`src/rtl/sar_pkg.sv`:
```
// Shared types and helpers for the successive-approximation search controller.
// Holds the FSM state encoding, default operand width and the flag legality check.
package sar_pkg;

    localparam int DEFAULT_WIDTH = 4;

    typedef enum logic [1:0] {
        IDLE = 2'd0,
        TEST = 2'd1,
        DONE = 2'd2
    } state_t;

    // A healthy comparator raises exactly one of gt/lt/eq.
    function automatic logic flagsOneHot(input logic gt, input logic lt, input logic eq);
        return ({gt, lt, eq} == 3'b100) || ({gt, lt, eq} == 3'b010) || ({gt, lt, eq} == 3'b001);
    endfunction

endpackage

```
`src/rtl/sar_search_ctrl.sv`:
```
// MSB-first binary search against an external combinational comparator.
// Returns the comparator's a operand, exiting early once equality is seen.
module sar_search_ctrl
    import sar_pkg::*;
#(
    parameter int WIDTH  = DEFAULT_WIDTH,
    parameter int STEP_W = $clog2(WIDTH + 1)
) (
    input  logic              clk,
    input  logic              rst_n,
    input  logic              start,
    input  logic              cmp_gt,
    input  logic              cmp_lt,
    input  logic              cmp_eq,
    output logic [WIDTH-1:0]  trial,
    output logic              busy,
    output logic              done,
    output logic [WIDTH-1:0]  result,
    output logic              hit,
    output logic              err,
    output logic [STEP_W-1:0] steps
);

    localparam int IDX_W = $clog2(WIDTH);
    localparam logic [WIDTH-1:0] MSB_CODE = {1'b1, {(WIDTH-1){1'b0}}};
    localparam logic [IDX_W-1:0] TOP_IDX  = IDX_W'(WIDTH - 1);

    state_t             r_state;
    state_t             w_nextState;
    logic [IDX_W-1:0]   r_idx;
    logic [WIDTH-1:0]   r_trial;
    logic [WIDTH-1:0]   r_result;
    logic               r_hit;
    logic               r_err;
    logic [STEP_W-1:0]  r_steps;

    logic               w_legal;
    logic               w_lastBit;
    logic               w_finish;
    logic [WIDTH-1:0]   w_bitMask;
    logic [WIDTH-1:0]   w_nextMask;
    logic [WIDTH-1:0]   w_decided;

    assign w_legal    = flagsOneHot(cmp_gt, cmp_lt, cmp_eq);
    assign w_lastBit  = (r_idx == '0);
    assign w_finish   = !w_legal || cmp_eq || w_lastBit;
    assign w_bitMask  = WIDTH'(1) << r_idx;
    assign w_nextMask = WIDTH'(1) << (r_idx - IDX_W'(1));
    // a < trial means the bit under test overshoots and must be dropped.
    assign w_decided  = cmp_lt ? (r_trial & ~w_bitMask) : r_trial;

    always_ff @(posedge clk or negedge rst_n) begin
        if (!rst_n) begin
            r_state <= IDLE;
        end else begin
            r_state <= w_nextState;
        end
    end

    always_comb begin
        w_nextState = r_state;
        case (r_state)
            IDLE:    if (start) w_nextState = TEST;
            TEST:    if (w_finish) w_nextState = DONE;
            DONE:    w_nextState = IDLE;
            default: w_nextState = IDLE;
        endcase
    end

    always_comb begin
        busy = (r_state == TEST);
        done = (r_state == DONE);
    end

    always_ff @(posedge clk or negedge rst_n) begin
        if (!rst_n) begin
            r_idx    <= TOP_IDX;
            r_trial  <= '0;
            r_result <= '0;
            r_hit    <= 1'b0;
            r_err    <= 1'b0;
            r_steps  <= '0;
        end else begin
            case (r_state)
                IDLE: begin
                    if (start) begin
                        r_trial <= MSB_CODE;
                        r_idx   <= TOP_IDX;
                        r_hit   <= 1'b0;
                        r_err   <= 1'b0;
                        r_steps <= '0;
                    end
                end
                TEST: begin
                    r_steps <= r_steps + STEP_W'(1);
                    if (!w_legal) begin
                        r_err    <= 1'b1;
                        r_result <= r_trial;
                    end else if (cmp_eq) begin
                        r_hit    <= 1'b1;
                        r_result <= r_trial;
                    end else if (w_lastBit) begin
                        r_result <= w_decided;
                    end else begin
                        r_idx   <= r_idx - IDX_W'(1);
                        r_trial <= w_decided | w_nextMask;
                    end
                end
                default: begin
                end
            endcase
        end
    end

    assign trial  = r_trial;
    assign result = r_result;
    assign hit    = r_hit;
    assign err    = r_err;
    assign steps  = r_steps;

endmodule

```
`config.mk`:
```
export PLATFORM = sky130hd
export DESIGN_NAME = sar_search_ctrl
export DESIGN_NICKNAME = d
export VERILOG_FILES = /design/src/rtl/sar_pkg.sv /design/src/rtl/sar_search_ctrl.sv
export SDC_FILE = /design/constraint.sdc
export NUM_CORES = 1
export LEC_CHECK = 0
export BUFFER_PORTS_ARGS = -buffer_cell sky130_fd_sc_hd__clkbuf_2
export CORE_MARGIN = 5
export CORE_UTILIZATION = 42
export CTS_CLUSTER_SIZE = 12
export DETAILED_ROUTE_END_ITERATION = 12
export HOLD_SLACK_MARGIN = 0.08
export PLACE_DENSITY = 0.71
export SYNTH_ARGS = -nofsm -noshare
export SYNTH_HDL_FRONTEND = slang
export SYNTH_SLANG_ARGS = --single-unit
```
`constraint.sdc`:
```
create_clock -name clk -period 2.2 [get_ports clk]
set_input_delay 0.11 -clock clk [delete_from_list [all_inputs] [get_ports clk]]
set_output_delay 0.11 -clock clk [all_outputs]
set_load 0.05 [all_outputs]
```
==> summary.md, run 1 <==
| Metric | Value |
|---|---|
| Critical path endpoint category | flop |
| Number of buffers added to fix hold violations after cts | 1 |
| Antenna diode instance count | 0 |
| Number of max-slew violations in the final report | 0 |
| TritonCTS buffer count | 3 |
| Largest net degree at the start of global routing | 18 |
| Max Freq | 563 MHz |
| Maximum clock path buffer count | 2 |
| Worst-Margin Slew | 0.439 ns |
| Setup Viol. Count Final | 0 |
| Post-synthesis register bit count | 17 |
| Mean Syn Cell Area | 10.2 um^2 |
| Via count of the first global-routing pass | 704 |
| DRC violations left | 0 |
| Family of cells with the greatest summed delay on the critical path | flip-flops |
| # port buffers | 20 |
| Antenna violations before repair | 0 |
| CTS clk-pin slew, worst paths | 0.10 ns |
| Total congestion overflow after global routing | 0 |
| Run status | finished clean |
| Worst Path Max Fanout | 7 |
| Largest voltage drop on the vdd net | 0.000714 V |
| Clk_lat worst skew | 0.28 ns |
| Number of ports placed on the die boundary | 21 |
| Critical path's most frequent cell | sky130_fd_sc_hd__o21ai_0 |
| Full die area | 3200 um^2 |
| Final standard cell utilization of the core | 0.532 |
| Critical path data arrival time | 1.99 ns |
| Area after DPL | 1040 um^2 |
| DIE WIDTH | 56.6 um |
| Layout-stage area growth over the synthesis result | 18.0% |
| Crit path launch type | flop |
| Finished Layout Cells | 140 |
| Design Area, Final | 1070 um^2 |
| Fraction of layout instances using a drive strength above 1 | 0.292 |
| Endpoint required time on the critical path | 2.41 ns |
| Worst min-delay path category | in2reg |
| Cell count after placement | 135 |
| Unrepaired setup endpoints after global routing | false |
| Final total negative setup slack | 0 ns |
| Biggest area consumer among synthesized cells | sky130_fd_sc_hd__dfrtp_1 |
| Net count, final | 128 |
| Number of nets in the synthesized netlist | 103 |
| Cell Area, Synth | 911 um^2 |
| Top cell type's share of synthesized area | 0.412 |
| Routed len/inst | 13.1 um |
| Library cell used as clock root buffer | sky130_fd_sc_hd__clkbuf_4 |
| Number of fillers in the final layout | 194 |
| Final worst path period share | 0.808 |
| Count of buffering cells on the critical path with inverters included | 1 |
| Sequential-to-total area share from yosys stat | 0.470 |
| Power per cell area | 1480 nW/um^2 |
| Post-CTS setup buffers | 0 |
| Initial core utilization | 0.450 |
| Number of DRC markers after the initial detailed-route iteration | 24 |
| Area taken by multi-input logic gates | 449 um^2 |
| Half-perimeter wire length after placement | 1460 um |
| Number of clock sinks | 17 |
| Reported max-cap violation count | 0 |
| Highest-count cells in the layout ignoring fill and taps | 20 x sky130_fd_sc_hd__clkbuf_2, 16 x sky130_fd_sc_hd__o21ai_0, 15 x sky130_fd_sc_hd__dfrtp_1 |
| Die Y-Extent | 56.6 um |
| Standard-cell rows | 16 |
| Final hold viol count | 0 |
| CORE AREA | 2020 um^2 |
| Antenna Violating Nets Remaining | 0 |
| Number of standard cells after synthesis | 89 |
| GPL Wtd Cong | 0.734 |
| Ratio of routed vias to standard cells | 4.94 |
| Post-layout min period | 1.78 ns |
| First-pass GRT wire length | 3330 um |
| Vias | 692 |
| Largest cells by area after synthesis | sky130_fd_sc_hd__dfrtp_1 41%, sky130_fd_sc_hd__ha_1 11%, sky130_fd_sc_hd__o21ai_0 8.8% |
| Sequential cell area | 428 um^2 |
| Clock tree skew after final layout | 0.000646 ns |
| Count of different cell masters after synthesis | 23 |
| Series of cell instances along the critical path | inv_1 -> ha_1 -> nor4_2 -> o21ai_0 -> o21ai_0 |
| CTS-repair resized insts | 0 |
| CP max stage delay | 0.61 ns |
| Rel. slew slack | 0.705 |
| Detailed-routing iteration count for the pre-antenna-repair pass | 6 |
| Maximum level of the CTS H-tree | 1 |
| Total Wirelength | 1840 um |
| Crit Path Category | reg2reg |
| Critical-path top delay cell | sky130_fd_sc_hd__dfstp_2 |
| Most common cell after layout, fill and taps aside | sky130_fd_sc_hd__clkbuf_2 |
| Yosys warning count | 0 |
| Tot GR Track Use | 0.131 |
| Leakage | 0.529 nW |
| TritonCTS clock tree | done |
-- final timing paths --
path / start / endpoint / slack [ns] / cells past startpoint
min in group asynchronous: rst_n / result[3]$_DFFE_PN0P_ / 0.28 / 2
min: cmp_eq / hit$_DFFE_PN0P_ / 0.22 / 2
max: r_idx[0]$_DFFE_PN1P_ / trial[2]$_DFFE_PN0P_ / 0.42 / 5
max reg2reg: r_idx[0]$_DFFE_PN1P_ / trial[2]$_DFFE_PN0P_ / 0.42 / 5
min reg2reg: err$_DFFE_PN0P_ / err$_DFFE_PN0P_ / 0.49 / 2
max in group asynchronous: rst_n / r_idx[0]$_DFFE_PN1P_ / 1.59 / 2
-- Yosys cell counts, drive strengths merged --
master / instances
a21oi: 3
a22o: 1
a2bb2oi: 1
a32o: 1
and2: 2
buf: 1
dfrtp: 15
dfstp: 2
ha: 8
inv: 7
mux2: 1
mux2i: 1
nand2: 14
nand2b: 1
nand3: 2
nor2: 6
nor4: 1
o211a: 1
o21a: 1
o21ai: 16
o31ai: 1
or2: 1
xnor2: 2
-- cell type report --
class | instances | area share
timing repair buffer | 21 | 0.102
multi-input combinational | 64 | 0.418
inverter | 7 | 0.0244
clock buffer | 3 | 0.0210
clock inverter | 1 | 0.00466
sequential | 17 | 0.398
tap | 27 | 0.0314
-- registers in the layout (all words and copies together), names as in the netlist --
| signal | flops |
|---|---|
| trial | 4 |
| steps | 3 |
| r_state | 2 |
| hit | 1 |
| err | 1 |
| r_idx | 2 |
| result | 4 |
-- cells by family after synthesis --
group / Yosys count / share of synthesized area
xor gates and xnor gates: 2 / 0.0192
muxes: 2 / 0.0371
AOI/OAI and AO/OA: 25 / 0.192
DFF: 17 / 0.470
buffers and inverters: 8 / 0.0371
adders and majority gates: 8 / 0.110
and+or+nand+nor: 27 / 0.135
-- metal layers --
layer	vias to the layer above	global-route usage	share of wire
met5	-	0	0
met4	0	0.0475	0.0071
met3	2	0.0344	0.063
met2	24	0.196	0.48
met1	318	0.178	0.45
li1	348	-	-
-- metrics by stage --
stage | setup WS [ns] | total power, mW | hold WS, ns
after floorplan | 0.618 | 1.23 | -0.186
after global placement | 0.517 | 1.43 | 0.0669
after detailed placement | 0.429 | 1.45 | 0.0697
after CTS | 0.403 | 1.62 | 0.209
after global routing | 0.307 | 1.72 | 0.225
final | 0.422 | 1.59 | 0.217
-- where the power goes --
group | internal, mW | switching, mW | total (mW) | leakage, nW
registers | 0.443 | 0.0936 | 0.537 | 0.216
logic | 0.231 | 0.662 | 0.893 | 0.296
clock network | 0.0674 | 0.0973 | 0.165 | 0.0177
(Power assumes the default switching activity.)
==> run 2, diff against run 1 <==
--- a/config.mk
+++ b/config.mk
@@ -11,7 +11,7 @@
 export CTS_CLUSTER_SIZE = 12
 export DETAILED_ROUTE_END_ITERATION = 12
 export HOLD_SLACK_MARGIN = 0.08
-export PLACE_DENSITY = 0.71
+export PLACE_DENSITY = 0.73
 export SYNTH_ARGS = -nofsm -noshare
 export SYNTH_HDL_FRONTEND = slang
 export SYNTH_SLANG_ARGS = --single-unit
==> constraint.sdc (replaced) <==
create_clock -name clk -period 1.5 [get_ports clk]
set_input_delay 0.075 -clock clk [delete_from_list [all_inputs] [get_ports clk]]
set_output_delay 0.075 -clock clk [all_outputs]
set_load 0.05 [all_outputs]
==> summary.md, run 2 (same netlist as run 1, synthesis figures left out) <==
| Metric | Value |
|---|---|
| Run status | finished clean |
| GPL Wtd Cong | 0.720 (-1.9%) |
| Antenna diode instance count | 0 (unchanged) |
| Grt met2 use | 0.246 (+0.0495) |
| # port buffers | 20 (unchanged) |
| Number of fillers in the final layout | 198 (+2.1%) |
| Most common cell after layout, fill and taps aside | sky130_fd_sc_hd__clkbuf_2 |
| Critical path data arrival time | 1.66 ns (-0.33 ns) |
| Critical-path top delay cell | sky130_fd_sc_hd__dfstp_2 |
| Worst min-delay path category | in2reg |
| Unrepaired setup endpoints after global routing | false |
| Fraction of layout instances using a drive strength above 1 | 0.380 (+0.0881) |
| Routed len/inst | 13.5 um (+2.4%) |
| Full die area | 3200 um^2 (unchanged) |
| Standard-cell rows | 16 (unchanged) |
| Crit Path Category | reg2reg |
| Number of clock sinks | 17 (unchanged) |
| Net count, final | 136 (+6.3%) |
| Vias | 740 (+6.9%) |
| Library cell used as clock root buffer | sky130_fd_sc_hd__clkbuf_4 |
| Die Y-Extent | 56.6 um (unchanged) |
| Via count of the first global-routing pass | 811 (+15%) |
| Endpoint required time on the critical path | 1.73 ns (-0.68 ns) |
| Global-route track usage on met1 | 0.169 (-0.00968) |
| Worst-Margin Slew | 0.483 ns (+0.0436 ns) |
| Max Freq | 702 MHz (+25%) |
| Total congestion overflow after global routing | 0 (unchanged) |
| Crit path launch type | flop |
| Number of max-slew violations in the final report | 0 (unchanged) |
| Final standard cell utilization of the core | 0.579 (+0.0476) |
| Rel. slew slack | 0.676 (-0.0289) |
| Final total negative setup slack | 0 ns (unchanged) |
| Power per cell area | 2170 nW/um^2 (+46%) |
| Reported max-cap violation count | 0 (unchanged) |
| DIE WIDTH | 56.6 um (unchanged) |
| Number of ports placed on the die boundary | 21 (unchanged) |
| CORE AREA | 2020 um^2 (unchanged) |
| PnR Total Power | 2.54 mW (+59%) |
| CP max stage delay | 0.55 ns (-0.06 ns) |
| Post-layout min period | 1.43 ns (-0.352 ns) |
| Layout-stage area growth over the synthesis result | 28.6% |
| CTS clk-pin slew, worst paths | 0.10 ns (about the same) |
| Largest voltage drop on the vdd net | 0.000865 V (+21%) |
| Antenna violations before repair | 0 (unchanged) |
| Gr busiest metal | met2 |
| Clock tree skew after final layout | 0.00312 ns (+0.00248 ns) |
| Setup Viol. Count Final | 0 (unchanged) |
| Largest net degree at the start of global routing | 18 (unchanged) |
| Maximum level of the CTS H-tree | 1 (unchanged) |
| DRC violations left | 0 (unchanged) |
| Met3 Use GR | 0.0321 (-0.00229) |
| Ratio of routed vias to standard cells | 5.00 (+1.2%) |
| TritonCTS clock tree | done |
| Tot GR Track Use | 0.143 (+0.0129) |
| Total Wirelength | 1990 um (+8.2%) |
| Maximum clock path buffer count | 2 (unchanged) |
| Highest-count cells in the layout ignoring fill and taps | 19 x sky130_fd_sc_hd__clkbuf_2, 15 x sky130_fd_sc_hd__dfrtp_1, 14 x sky130_fd_sc_hd__nand2_1 |
| Final hold viol count | 0 (unchanged) |
| Final worst path period share | 0.950 (+0.142) |
| First-pass GRT wire length | 3610 um (+8.3%) |
| Setup slack, reg-to-reg | 0.07 ns (-0.35 ns) |
| Critical path endpoint category | flop |
| Number of DRC markers after the initial detailed-route iteration | 5 (-79%) |
| Initial core utilization | 0.450 (unchanged) |
| Worst Path Max Fanout | 7 (unchanged) |
| Series of cell instances along the critical path | inv_2 -> ha_4 -> nor2_2 -> mux2_2 -> o211a_4 -> a2bb2oi_2 |
| Leakage | 0.555 nW (+4.7%) |
| Antenna Violating Nets Remaining | 0 (unchanged) |
| Detailed-routing iteration count for the pre-antenna-repair pass | 4 (-2) |
| Half-perimeter wire length after placement | 1490 um (+1.8%) |
| Clk_lat worst skew | 0.29 ns (about the same) |
| TritonCTS buffer count | 3 (unchanged) |
run 2: changes by cell type in the layout (fill, tap and decap cells not counted), sizes merged:
cell | before | now
buf | 0 | 9
inv | 7 | 6
clkinv | 1 | 0
clkinvlp | 0 | 1
run 2: power breakdown:
| part | total [mW] | internal [mW] | switching [mW] |
|---|---|---|---|
| Sequential | 0.776 | 0.649 | 0.127 |
| Combinational | 1.52 | 0.470 | 1.05 |
| Clock | 0.250 | 0.103 | 0.147 |
| Total | 2.54 | 1.22 | 1.32 |
run 2: area by class of cell:
cell class,count,area [um^2],share of cell area
Clock buffer,4,26.3,0.0224
Inverter,7,30.0,0.0256
Multi-Input combinational cell,64,480,0.410
Sequential cell,17,428,0.365
Tap cell,27,33.8,0.0288
Timing Repair Buffer,29,173,0.147
run 2: path summary, 6_finish.rpt:
path | end | depth (start not counted) | from
worst max-delay path | r_idx[1]$_DFFE_PN1P_ | 6 | r_idx[1]$_DFFE_PN1P_
worst min-delay path | steps[1]$_DFFE_PN0P_ | 3 | start
worst max register to register | r_idx[1]$_DFFE_PN1P_ | 6 | r_idx[1]$_DFFE_PN1P_
worst min register to register | result[0]$_DFFE_PN0P_ | 2 | result[0]$_DFFE_PN0P_
max in group asynchronous | r_idx[1]$_DFFE_PN1P_ | 2 | rst_n
min in group asynchronous | trial[2]$_DFFE_PN0P_ | 2 | rst_n
run 2: routing by layer:
| layer | routed length, um | vias up | part of all wire |
|---|---|---|---|
| met5 | 0 | - | 0 |
| met4 | 36 | 0 | 0.018 |
| met3 | 77 | 5 | 0.039 |
| li1 | - | 365 | - |
| met1 | 869 | 357 | 0.44 |
| met2 | 1010 | 13 | 0.51 |
run 2: repair_timing:
| action | CTS | global route |
|---|---|---|
| resized for setup | 2 | 8 |
| buffers inserted | 3 | 0 |
| hold buffers | 1 | 0 |
| hold endpoints to repair | 17 | 0 |
| pin swaps | 1 | 4 |
| setup endpoints to repair | 8 | 9 |
run 2: through the flow:
stage / cell area (um^2) / cells / hold slack (ns) / setup slack, ns
floorplan: 928 / 89 / -0.221 / 0.0131
global placement: 1090 / 140 / 0.0297 / 0.0431
detailed placement: 1090 / 140 / 0.0403 / -0.0294
CTS: 1160 / 148 / 0.174 / 0.0220
global route: 1170 / 148 / 0.205 / 0.0131
finish: 1170 / 148 / 0.178 / 0.0746
run 2: critical path: cells and delay by family, from the launching register on:
family / cells / cell delay, ns
DFF: 1 / 0.55
AOI/OAI and AO/OA: 2 / 0.33
adders and majority gates: 1 / 0.18
muxes: 1 / 0.16
and+or+nand+nor: 1 / 0.09
buffers and inverters: 1 / 0.05
==> run 3, diff against run 2 <==
--- a/config.mk
+++ b/config.mk
@@ -5,13 +5,14 @@
 export SDC_FILE = /design/constraint.sdc
 export NUM_CORES = 1
 export LEC_CHECK = 0
+export ABC_AREA = 1
 export BUFFER_PORTS_ARGS = -buffer_cell sky130_fd_sc_hd__clkbuf_2
 export CORE_MARGIN = 5
 export CORE_UTILIZATION = 42
 export CTS_CLUSTER_SIZE = 12
 export DETAILED_ROUTE_END_ITERATION = 12
 export HOLD_SLACK_MARGIN = 0.08
-export PLACE_DENSITY = 0.73
+export PLACE_DENSITY = 0.7
 export SYNTH_ARGS = -nofsm -noshare
 export SYNTH_HDL_FRONTEND = slang
 export SYNTH_SLANG_ARGS = --single-unit
==> constraint.sdc (replaced) <==
create_clock -name clk -period 1.4 [get_ports clk]
set_input_delay 0.07 -clock clk [delete_from_list [all_inputs] [get_ports clk]]
set_output_delay 0.07 -clock clk [all_outputs]
set_load 0.05 [all_outputs]
==> summary.md, run 3 <==
| Metric | Value |
|---|---|
| Run status | finished clean |
| Biggest area consumer among synthesized cells | sky130_fd_sc_hd__dfrtp_1 |
| Most repeated cell in the gate-level netlist after synthesis | sky130_fd_sc_hd__nand2_1 |
| Count of different cell masters after synthesis | 20 (-13%) |
| Series of cell instances along the critical path | inv_2 -> ha_4 -> inv_4 -> nand4_4 -> nand2_4 -> nand2_4 -> nand2_1 -> nand2_1 |
| Clock tree skew after final layout | 0.00887 ns (+0.00575 ns) |
| Full die area | 3350 um^2 (+4.6%) |
| Cell count after placement | 161 (+15%) |
| Half-perimeter wire length after placement | 1540 um (+3.0%) |
| Fraction of layout instances using a drive strength above 1 | 0.378 (-0.00254) |
| Finished Layout Cells | 171 (+16%) |
| Post-route setup slack | 0.0576 ns (-0.0171 ns) |
| Post-synthesis register bit count | 17 (unchanged) |
| Number of nets in the synthesized netlist | 123 (+19%) |
| Rel. slew slack | 0.715 (+0.0392) |
| Ratio of routed vias to standard cells | 4.80 (-4.1%) |
| Max Freq | 745 MHz (+6.2%) |
| Number of DRC markers after the initial detailed-route iteration | 18 (+13) |
| TritonCTS buffer count | 3 (unchanged) |
| Largest cells by area after synthesis | sky130_fd_sc_hd__dfrtp_1 39%, sky130_fd_sc_hd__nand2_1 12%, sky130_fd_sc_hd__ha_1 10% |
| Cell Area, Synth | 962 um^2 (+5.6%) |
| Number of ports placed on the die boundary | 21 (unchanged) |
| Vias | 820 (+11%) |
| CP max stage delay | 0.55 ns (about the same) |
| Number of clock sinks | 17 (unchanged) |
| Worst Path Max Fanout | 6 (-1) |
| Ys async rst share | 1.00 (unchanged) |
| Detailed-routing iteration count for the pre-antenna-repair pass | 4 (unchanged) |
| Crit Path Category | reg2reg |
| Total Wirelength | 2140 um (+7.3%) |
| CTS clk-pin slew, worst paths | 0.11 ns (about the same) |
| TritonCTS clock tree | done |
| Largest voltage drop on the vdd net | 0.00133 V (+53%) |
| Layout-stage area growth over the synthesis result | 30.6% |
| Sequential-to-total area share from yosys stat | 0.445 (-0.0250) |
| Die Y-Extent | 57.9 um (+2.3%) |
| Number of fillers in the final layout | 189 (-4.5%) |
| Worst min-delay path category | in2reg |
| Top cell type's share of synthesized area | 0.390 (-0.0220) |
| Net count, final | 158 (+16%) |
| Number of standard cells after synthesis | 109 (+22%) |
| Antenna diode instance count | 0 (unchanged) |
| CORE AREA | 2190 um^2 (+8.4%) |
| Number of max-slew violations in the final report | 0 (unchanged) |
| Antenna violations before repair | 0 (unchanged) |
| Worst-Margin Slew | 0.428 ns (-0.0553 ns) |
| Initial core utilization | 0.439 (-0.0113) |
| Routed len/inst | 12.5 um (-7.1%) |
| Highest-count cells in the layout ignoring fill and taps | 30 x sky130_fd_sc_hd__nand2_1, 19 x sky130_fd_sc_hd__clkbuf_2, 14 x sky130_fd_sc_hd__dfrtp_1 |
| First-pass GRT wire length | 3510 um (-2.9%) |
| Setup Viol. Count Final | 0 (unchanged) |
| Final worst path period share | 0.959 (+0.00864) |
| GPL Wtd Cong | 0.840 (+17%) |
| Leakage | 0.663 nW (+20%) |
| Ys flop type | sky130_fd_sc_hd__dfrtp_1 |
| Unrepaired setup endpoints after global routing | true |
| Worst slack at placement | -0.00423 ns (+0.0252 ns) |
| Critical path endpoint category | flop |
| Clk_lat worst skew | 0.30 ns (about the same) |
| Antenna Violating Nets Remaining | 0 (unchanged) |
| Final total negative setup slack | 0 ns (unchanged) |
| Mean Syn Cell Area | 8.83 um^2 (-14%) |
| Power per cell area | 2650 nW/um^2 (+22%) |
| Post-layout min period | 1.34 ns (-0.0829 ns) |
| Most common cell after layout, fill and taps aside | sky130_fd_sc_hd__nand2_1 |
| # port buffers | 20 (unchanged) |
| Top cells by instance count after synthesis | 30 x sky130_fd_sc_hd__nand2_1, 15 x sky130_fd_sc_hd__dfrtp_1, 11 x sky130_fd_sc_hd__inv_1, 11 x sky130_fd_sc_hd__o21ai_0, 9 x sky130_fd_sc_hd__nand3_1 |
| Endpoint required time on the critical path | 1.61 ns (-0.12 ns) |
| PnR Total Power | 3.33 mW (+31%) |
| Crit path launch type | flop |
| Via count of the first global-routing pass | 816 (+0.62%) |
| Tot GR Track Use | 0.135 (-0.00887) |
| Yosys warning count | 0 (unchanged) |
| Largest net degree at the start of global routing | 18 (unchanged) |
| Standard-cell rows | 17 (+1) |
| Critical-path top delay cell | sky130_fd_sc_hd__dfstp_2 |
| Post-synth EDFFs | 0 (unchanged) |
| Maximum level of the CTS H-tree | 1 (unchanged) |
| Library cell used as clock root buffer | sky130_fd_sc_hd__clkbuf_4 |
| Final hold viol count | 0 (unchanged) |
| Critical path data arrival time | 1.55 ns (-0.11 ns) |
| Reported max-cap violation count | 0 (unchanged) |
| Maximum clock path buffer count | 2 (unchanged) |
| DRC violations left | 0 (unchanged) |
| Total congestion overflow after global routing | 0 (unchanged) |
| DIE WIDTH | 57.9 um (+2.3%) |
## run 3: cell types whose count changed after synthesis, sizes merged, moves of 2 or more
cell    previous run  this run
nand2             14        35
nand3              2        10
inv                7        14
o21ai             16        11
a21oi              3         6
and2               2         0
nand3b             0         2
xnor2              2         0
## run 3: critical path: cells and delay by family (launching register included)
kind,cells,cell delay (ns)
buf+inv,2,0.11
flops,1,0.55
fa+ha+maj,1,0.17
simple gates,5,0.41
## run 3: area by class of cell
cell class	count	area, um^2	area share
sequential	17	429	0.342
inverter	14	60.1	0.0478
clock buffer	3	22.5	0.0179
multi-input combinational	78	505	0.402
clock inverter	1	5.00	0.00398
timing repair buffer	30	199	0.158
tap	28	35.0	0.0279
## run 3: what timing repair did
| action | in CTS | in global routing |
|---|---|---|
| setup endpoints to repair | 5 | 8 |
| resized for setup | 3 | 8 |
| hold endpoints to repair | 17 | 0 |
| hold buffers | 1 | 0 |
| buffers inserted | 0 | 5 |
| pin swaps | 1 | 4 |
## run 3: metal layers
metal  track usage  vias to the layer above  wire length, um
met5             0                        -                0
met4        0.0695                        0               46
met3        0.0200                        4               81
met2         0.229                       24             1050
met1         0.163                      375              958
li1              -                      417                -
## run 3: power breakdown
group          switching, mW  internal [mW]  leakage (nW)
clock                  0.165          0.107        0.0177
combinational           1.43          0.721         0.430
sequential             0.188          0.724         0.215
## run 3: cells by family (layout without fill, tap and decap cells)
| kind of cell | count (synthesis) | in the layout | share of synthesized area |
|---|---|---|---|
| adders and majority gates | 8 | 8 | 0.104 |
| DFF | 17 | 17 | 0.445 |
| AOI/OAI and AO/OA | 17 | 17 | 0.0923 |
| buffers and inverters | 14 | 48 | 0.0598 |
| and+or+nand+nor | 53 | 53 | 0.299 |
## run 3: path summary, 6_finish.rpt
check                                      from              endpoint  slack (ns)  depth (start not counted)
max                        r_idx[1]$_DFFE_PN1P_  trial[3]$_DFFE_PN0P_        0.06                          8
min                                      cmp_eq       hit$_DFFE_PN0P_        0.11                          3
max reg2reg                r_idx[1]$_DFFE_PN1P_  trial[3]$_DFFE_PN0P_        0.06                          8
min reg2reg                steps[2]$_DFFE_PN0P_  steps[2]$_DFFE_PN0P_        0.49                          1
max in group asynchronous                 rst_n  r_idx[0]$_DFFE_PN1P_        0.84                          2
min in group asynchronous                 rst_n  trial[2]$_DFFE_PN0P_        0.23                          2
## run 3: stage by stage
stage	utilization	hold slack, ns	instance area, um^2
6_report	0.573	0.112	1260
3_3_place_gp	0.516	0.0247	1130
4_1_cts	0.541	0.0887	1180
3_5_place_dp	0.516	0.0352	1130
5_1_grt	0.573	0.124	1260
2_1_floorplan	-	-0.226	965
